===== src/rtl/jt12_peek_pkg.sv =====
// Shared types and helpers for slot-addressed ring readers.
// Holds the reader FSM encoding, default ring geometry and the slot wrap rule.
package jt12_peek_pkg;

    typedef enum logic [1:0] {
        IDLE = 2'd0,
        SEEK = 2'd1,
        DONE = 2'd2
    } peek_state_t;

    localparam int STAGES = 24;
    localparam int WIDTH  = 5;

    // Slot index that follows cur in a ring of n_slots slots.
    function automatic logic [31:0] next_slot(input logic [31:0] cur, input int n_slots);
        return (cur == 32'(n_slots - 1)) ? 32'd0 : cur + 32'd1;
    endfunction

endpackage


===== src/rtl/jt12_slot_cnt.sv =====
// Slot counter for a ring tap: tracks the slot index from the slot-0 sync marker
// and reports lock once a marker has been seen.
module jt12_slot_cnt
    import jt12_peek_pkg::*;
#(
    parameter int stages = STAGES,
    parameter int SW     = $clog2(stages)
) (
    input  logic          clk,
    input  logic          rst_n,
    input  logic          clk_en,
    input  logic          sync,
    output logic [SW-1:0] cur,
    output logic          locked
);

    logic [SW-1:0] cnt_reg;
    logic          locked_reg;

    // A marker anywhere overrides the running count, which gives silent resync.
    assign cur    = sync ? '0 : cnt_reg;
    assign locked = locked_reg;

    always_ff @(posedge clk or negedge rst_n) begin
        if (!rst_n) begin
            cnt_reg    <= '0;
            locked_reg <= 1'b0;
        end else if (clk_en) begin
            cnt_reg <= SW'(next_slot(32'(cur), stages));
            if (sync)
                locked_reg <= 1'b1;
        end
    end

endmodule


===== src/rtl/jt12_slot_peek.sv =====
// Slot-addressed reader for a time-multiplexed ring with req/ack handshake.
// Optional JT12_SLOT_PEEK_SNAPSHOT_EN keeps a per-slot snapshot for fast reads.
module jt12_slot_peek
    import jt12_peek_pkg::*;
#(
    parameter int width  = WIDTH,
    parameter int stages = STAGES,
    parameter int SW     = $clog2(stages)
) (
    input  logic             clk,
    input  logic             rst_n,
    input  logic             clk_en,
    input  logic [width-1:0] din,
    input  logic             sync,
    input  logic             req,
    input  logic [SW-1:0]    slot,
    output logic             busy,
    output logic             ack,
    output logic [width-1:0] dout,
    output logic             err,
    output logic             locked
);

    logic [SW-1:0] cur;

    jt12_slot_cnt #(
        .stages (stages),
        .SW     (SW)
    ) u_cnt (
        .clk    (clk),
        .rst_n  (rst_n),
        .clk_en (clk_en),
        .sync   (sync),
        .cur    (cur),
        .locked (locked)
    );

    peek_state_t      state_reg, state_next;
    logic [SW-1:0]    slot_q_reg, slot_q_next;
    logic [width-1:0] cap_reg, cap_next;
    logic             err_q_reg, err_q_next;
    logic             ack_reg, ack_next;
    logic [width-1:0] dout_reg, dout_next;
    logic             err_reg, err_next;
    logic             lock_now;
    logic             hit;
    logic             slot_bad;

    // The first marker already counts as locked so slot 0 can be caught on it.
    assign lock_now = locked | sync;
    assign hit      = clk_en && lock_now && (cur == slot_q_reg);
    assign slot_bad = (32'(slot) >= 32'(stages));

`ifdef JT12_SLOT_PEEK_SNAPSHOT_EN
    logic [width-1:0] snap_mem [stages];
    logic [stages-1:0] snap_vld_reg;
    logic [width-1:0] snap_rd_reg;
    logic [SW-1:0]    slot_idx;
    logic             use_snap_reg, use_snap_next;

    assign slot_idx = slot_bad ? '0 : slot;

    always_ff @(posedge clk) begin
        if (clk_en && lock_now)
            snap_mem[cur] <= din;
        snap_rd_reg <= snap_mem[slot_idx];
    end

    generate
        for (genvar gi = 0; gi < stages; gi++) begin : g_vld
            always_ff @(posedge clk or negedge rst_n) begin
                if (!rst_n)
                    snap_vld_reg[gi] <= 1'b0;
                else if (clk_en && lock_now && (32'(cur) == gi))
                    snap_vld_reg[gi] <= 1'b1;
            end
        end
    endgenerate

    always_ff @(posedge clk or negedge rst_n) begin
        if (!rst_n)
            use_snap_reg <= 1'b0;
        else
            use_snap_reg <= use_snap_next;
    end
`endif

    always_comb begin
        state_next  = state_reg;
        slot_q_next = slot_q_reg;
        cap_next    = cap_reg;
        err_q_next  = err_q_reg;
        ack_next    = 1'b0;
        dout_next   = dout_reg;
        err_next    = err_reg;
`ifdef JT12_SLOT_PEEK_SNAPSHOT_EN
        use_snap_next = use_snap_reg;
`endif
        case (state_reg)
            IDLE: begin
                if (req) begin
                    slot_q_next = slot;
                    err_q_next  = slot_bad;
`ifdef JT12_SLOT_PEEK_SNAPSHOT_EN
                    use_snap_next = 1'b0;
                    if (slot_bad) begin
                        state_next = DONE;
                    end else if (snap_vld_reg[slot_idx]) begin
                        use_snap_next = 1'b1;
                        state_next    = DONE;
                    end else begin
                        state_next = SEEK;
                    end
`else
                    state_next = slot_bad ? DONE : SEEK;
`endif
                end
            end
            SEEK: begin
                if (hit) begin
                    cap_next   = din;
                    state_next = DONE;
                end
            end
            DONE: begin
                ack_next   = 1'b1;
                err_next   = err_q_reg;
                state_next = IDLE;
                // An invalid slot leaves the previous readback in place.
                if (!err_q_reg) begin
`ifdef JT12_SLOT_PEEK_SNAPSHOT_EN
                    dout_next = use_snap_reg ? snap_rd_reg : cap_reg;
`else
                    dout_next = cap_reg;
`endif
                end
            end
            default: state_next = IDLE;
        endcase
    end

    always_ff @(posedge clk or negedge rst_n) begin
        if (!rst_n) begin
            state_reg  <= IDLE;
            slot_q_reg <= '0;
            cap_reg    <= '0;
            err_q_reg  <= 1'b0;
            ack_reg    <= 1'b0;
            dout_reg   <= '0;
            err_reg    <= 1'b0;
        end else begin
            state_reg  <= state_next;
            slot_q_reg <= slot_q_next;
            cap_reg    <= cap_next;
            err_q_reg  <= err_q_next;
            ack_reg    <= ack_next;
            dout_reg   <= dout_next;
            err_reg    <= err_next;
        end
    end

    assign busy = (state_reg != IDLE);
    assign ack  = ack_reg;
    assign dout = dout_reg;
    assign err  = err_reg;

endmodule


===== config.mk =====
export PLATFORM = sky130hd
export DESIGN_NAME = jt12_slot_peek
export DESIGN_NICKNAME = d
export VERILOG_FILES = /design/src/rtl/jt12_peek_pkg.sv /design/src/rtl/jt12_slot_cnt.sv /design/src/rtl/jt12_slot_peek.sv
export SDC_FILE = /design/constraint.sdc
export NUM_CORES = 1
export LEC_CHECK = 0
export ABC_AREA = 1
export CORE_MARGIN = 3
export CORE_UTILIZATION = 45
export CTS_CLUSTER_DIAMETER = 80
export DETAILED_ROUTE_END_ITERATION = 10
export PLACE_DENSITY_LB_ADDON = 0.05
export REMOVE_ABC_BUFFERS = 1
export SYNTH_ARGS = -nofsm -noshare
export SYNTH_HDL_FRONTEND = slang
export SYNTH_SLANG_ARGS = --single-unit

===== constraint.sdc =====
create_clock -name clk -period 1.3 [get_ports clk]
set_clock_uncertainty 0.2 [all_clocks]
set_input_delay 0.195 -clock clk [delete_from_list [all_inputs] [get_ports clk]]
set_output_delay 0.195 -clock clk [all_outputs]
set_load 0.01 [all_outputs]

# Word-level counts from Yosys, hierarchy flattened
# Cells that the tools add are included.
[op_classes]
add_sub_neg = 1
shifts = 0
reduce_logical = 9
eq_ne = 6
n_div = 0
order_cmp = 1
multipliers = 0
muxes = 7
bitwise = 2
[ops]
columns = ["op", "n"]
rows = [
  ["5-bit two-way mux", 2],
  ["2-bit AND reduction", 5],
  ["2-bit two-way mux", 3],
  ["5-bit by 1-bit adder with 5-bit output, second input constant", 1],
  ["5-bit == test", 1],
  ["5-bit == test, second input constant", 1],
  ["5-bit >= comparator, second input constant", 1],
  ["2-bit != test, second input constant", 2],
  ["2-bit case mux with 2 select lines", 1],
  ["2-bit by 1-bit == test with 1-bit output, second input constant", 1],
  ["2-bit == test, second input constant", 1],
  ["1-bit logical AND", 2],
  ["2-bit logical NOT", 1],
  ["2-bit nonzero test", 1],
  ["1-bit two-way mux", 1],
  ["1-bit inverter", 1],
  ["1-bit OR", 1],
]
[totals]
mem_bits_ro = 0
mem_bits_rw = 0
register_bits = 26
output_inout_bits = 9
inputBits = 15
elab_cells = 35
latch_bits = 0
memories = 0

# Logic depth before layout (Yosys ltp)
[depth]
ltp_word = 5
depth_mapped = 10
ltp_nobuf = 10

# Hierarchy
# A second synthesis with hierarchy kept.
[hier_totals]
hier_cells = 170
hier_area_um2 = 1331.3
[by_module_without_submodules]
columns = ["mod", "instances", "seq_area_each_um2", "area_each_um2", "cells_each"]
rows = [
  ["jt12_slot_peek", 1, 500.5, 992.2, 122],
  ["jt12_slot_cnt", 1, 150.1, 339.1, 48],
]

# Worst setup path before layout
# No wires, ideal clock.
[synth_timing]
kind = "reg2reg"
startpoint = "register u_cnt.cnt_reg[0]"
endpoint = "register u_cnt.cnt_reg[4]"
arrival_time_ns = 1.051
path_slack_ns = -0.078
path_stages_with_launch = 9
t_required_ns = 0.974
setup_ns = 0.126
n_path_buf = 0
period_less_slack_ns = 1.378
path_cell_list = "dfrtp_1 nand2_1 inv_1 ha_1 inv_1 nor2_1 nand2_1 o21ai_0 o22ai_1"
[synth_between]
elab_chain_len = 3
elab_cells_between_ends = 4
cone_classes = "add/sub: 1; eq/ne: 1; mux: 2"
[synth_lines]
columns = ["item", "line", "text"]
rows = [
  ["start: declaration", "jt12_slot_cnt.sv:17", "logic [SW-1:0] cnt_reg;"],
  ["start signal: assignment", "jt12_slot_cnt.sv:29", "cnt_reg <= SW'(next_slot(32'(cur), stages));"],
  ["5-bit two-way mux (*)", "jt12_slot_cnt.sv:21", "assign cur = sync ? '0 : cnt_reg;"],
  ["5-bit by 1-bit adder with 5-bit output or 5-bit == test (tied branches)", "jt12_peek_pkg.sv:16", "return (cur == 32'(n_slots - 1)) ? 32'd0 : cur + 32'd1;"],
  ["5-bit two-way mux (*)", "jt12_peek_pkg.sv:16", ""],
]
# Every way passes the cells marked *; elsewhere a longest branch is shown, timed or not.
# A chain may end at the register's enable or synchronous reset.

# Worst setup path after layout
[layout_timing]
startpoint = "register u_cnt.locked_reg, in the netlist u_cnt.locked"
endpoint = "register cap_reg[1]"
[layout_between]
elab_chain_len = 4
[layout_lines]
columns = ["item", "line", "text"]
rows = [
  ["start: declaration", "jt12_slot_cnt.sv:18", "logic locked_reg;"],
  ["start signal: assignment", "jt12_slot_cnt.sv:27", "locked_reg <= 1'b0;"],
  ["start signal: assignment", "jt12_slot_cnt.sv:31", "locked_reg <= 1'b1;"],
  ["1-bit OR", "jt12_slot_peek.sv:50", "assign lock_now = locked | sync;"],
  ["1-bit logical AND (2 in series)", "jt12_slot_peek.sv:51", "assign hit = clk_en && lock_now && (cur == slot_q_reg);"],
  ["2-bit AND reduction (no line)", "-", ""],
  ["end signal: assignment", "jt12_slot_peek.sv:154", "cap_reg <= cap_next;"],
  ["end: declaration", "jt12_slot_peek.sv:40", "logic [width-1:0] cap_reg, cap_next;"],
]
# No other way between the ends.

==> flow_summary.ini <==
[setup_path]
cp-start-kind = flip-flop
arrival_ps = 1500
worstReg2RegStart = u_cnt.locked$_DFFE_PN0P_
cp_max_fo = 6
critPathCaptureType = flip-flop
crit_start = u_cnt.locked$_DFFE_PN0P_
ff2ff_path_depth = 8
required_ps = 1330
critPathKind = flip-flop to flip-flop
r2r_slack_ps = -160

[min_path]
hp-start = clk_en
worstHoldPathType = primary input to flip-flop
hold_depth = 3

[floorplanning]
fp.dieW_um = 59.0
core_area_sq_mm = 0.00257
rows = 18
ios = 24
fp.dieH_um = 59.0
dieArea_sq_mm = 0.00348
initial_core_util = 0.493

[power]
p_int_uw = 2130
p_comb_frac = 0.460
swShare = 0.369
peakVddDrop_uv = 1580
power.switching_uw = 1250
power_frac_seq = 0.373
cellPowerDensity_mw_per_mm2 = 1710
p_leak_uw = 0.00106
clock_power_share = 0.168

[run]
cap_violations = 0

[sta]
hold_slack_ps = 122
hold_violations = 0
setup_tns_ps = -1300
fin_crit_ps = 1460
tightest_slew_ps = 235
timing.final.crit_share = 1.13
setup_viol_count_final = 11
relSlewSlack = 0.843
clock.fmax_ghz = 0.683
slew_viol_final = 0
rsz0062_at_grt = yes
fin_ws_ps = -163

[clock_network]
clkLatencyLatePin_ps = 330
clk_pin_slew_ps = 150
numCtsBuffers = 3
cts.sinks = 26
cts-root-buf = clkbuf_4
cts_tree = built
htreeDepth = 1
clockBufferDepth = 2

[global_routing]
grt_overflow = 0
grtUsageTotal = 0.196
grt_pass1_wl_um = 5130
grt_pass1_vias = 1130
antenna_found_initial = 0
grt_max_degree = 27

[cells_and_area]
fillers = 179
diodes = 0
fin_cells = 249
syn2layout_area_growth_pct = 56.5
multi_input_area_sq_um = 649
final_nets = 236
final-seq-area_sq_um = 651
post-route-util = 0.771
layout-drive-gt1-share = 0.429

[drt]
wl_per_cell_um = 12.8
routed_via_density = 4.81
first_pass_iters = 4
via_count = 1197
drtIter0Drc = 42
antenna_left = 0
drt-total-wl_um = 3180
drcViolationCount = 0

[synthesis]
synthFlopType = dfrtp_1
yosys.cell_count.top_type = nand2_1
synth_warnings = 0
ys_top_cells_by_count = 64 x nand2_1, 26 x dfrtp_1, 18 x inv_1, 13 x nor2_1, 9 x o21ai_0
async_flop_share = 1.00
syn_inst = 158
netlist_area_sq_mm = 0.00126
synth-seq-cells = 26
yosys.area.top_type = dfrtp_1
ys_seq_area_frac = 0.514
ys_top_cells_by_area = dfrtp_1 51%, nand2_1 19%, inv_1 5.3%, nor2_1 3.9%, o21ai_0 3.6%
synth_top_area_share = 0.514
synth_edf_count = 0
syn_avg_cell_area_sq_um = 8.01
synth.distinct_cells = 21

[place]
dp_cells = 231
gp_congestion = 0.800
detailed_place_hpwl_um = 2140
portBuffers = 23

[run_status]
violations = negative setup slack
status = finished with violations
==> critical path, cell delays in order, from the launching register on <==
cell,delay (ps)
dfrtp_1,390
buf_4,130
nor2_1,30
nor2_1,80
nand2_1,90
nor2_2,160
nand4_4,140
nand2_2,100
nand2_2,50
==> logic make-up (layout without fill, tap and decap cells) <==
family	after synthesis	after routing	share of synthesized area
AOI/OAI and AO/OA	12	12	0.0514
and+or+nand+nor	96	96	0.349
xor gates and xnor gates	1	1	0.00693
DFF	26	26	0.514
buffers and inverters	22	83	0.0682
adders and majority gates	1	1	0.00989
==> routing by layer <==
layer	wire (um)	global-route usage	vias up
li1	-	-	618
met4	23	0.0388	0
met3	145	0.0392	4
met1	1450	0.262	549
met5	0	0	-
met2	1560	0.331	26
==> cell type report <==
class | count | area share
timing repair buffer | 59 | 0.257
inverter | 20 | 0.0405
sequential | 26 | 0.329
multi-input combinational | 110 | 0.328
clock inverter | 1 | 0.0152
clock buffer | 3 | 0.0114
tap | 30 | 0.0190
==> power groups by stage <==
stage | clock [uW] | combinational, uW | sequential, uW
finish | 567 | 1550 | 1260
global route | 613 | 1700 | 1300
CTS | 584 | 1460 | 1250
detailed placement | 0 | 1330 | 1250
global placement | 0 | 1290 | 1250
floorplan | 0 | 655 | 1250
==> worst paths after layout <==
check / to
max in group asynchronous: dout[1]$_DFFE_PN0P_
min: u_cnt.cnt_reg[4]$_DFFE_PN0P_
min reg2reg: cap_reg[4]$_DFFE_PN0P_
min in group asynchronous: slot_q_reg[4]$_DFFE_PN0P_
max: cap_reg[1]$_DFFE_PN0P_
max reg2reg: cap_reg[1]$_DFFE_PN0P_
==> what timing repair did <==
item / 4_1_cts / 5_1_grt
pin swaps: 15 / 17
setup buffers: 14 / 2
setup endpoints to repair: 29 / 28
resized for setup: 74 / 24
cloned: 0 / 0
endpoints found under the hold margin: 15 / 0
hold buffers: 1 / 0
==> metrics by stage <==
step           power (uW)  setup slack (ps)  area (sq um)
4_1_cts              3290              -135          1900
2_1_floorplan        1910             -77.7          1260
6_report             3380              -163          1980
3_5_place_dp         2590              -662          1710
3_3_place_gp         2530              -649          1710
5_1_grt              3610              -258          1980
==> placed cells by master, fill, tap and decap left out, types with 2 or more instances in the layout <==
cell             instances
o22ai_1                  2
nand2_2                 15
nand2_1                 49
buf_2                    8
dfrtp_1                 26
nor2_4                   4
inv_2                    8
nand4_1                  5
nand2_4                  5
buf_4                   28
nor2_2                   5
buf_12                   2
clkdlybuf4s50_1         12
o21ai_2                  3
inv_4                    2
nand3_1                  4
inv_1                   10
o21ai_1                  5
buf_6                    6
nor2_1                   5
clkbuf_4                 3
Note: power is estimated with default switching activity, not from simulation.
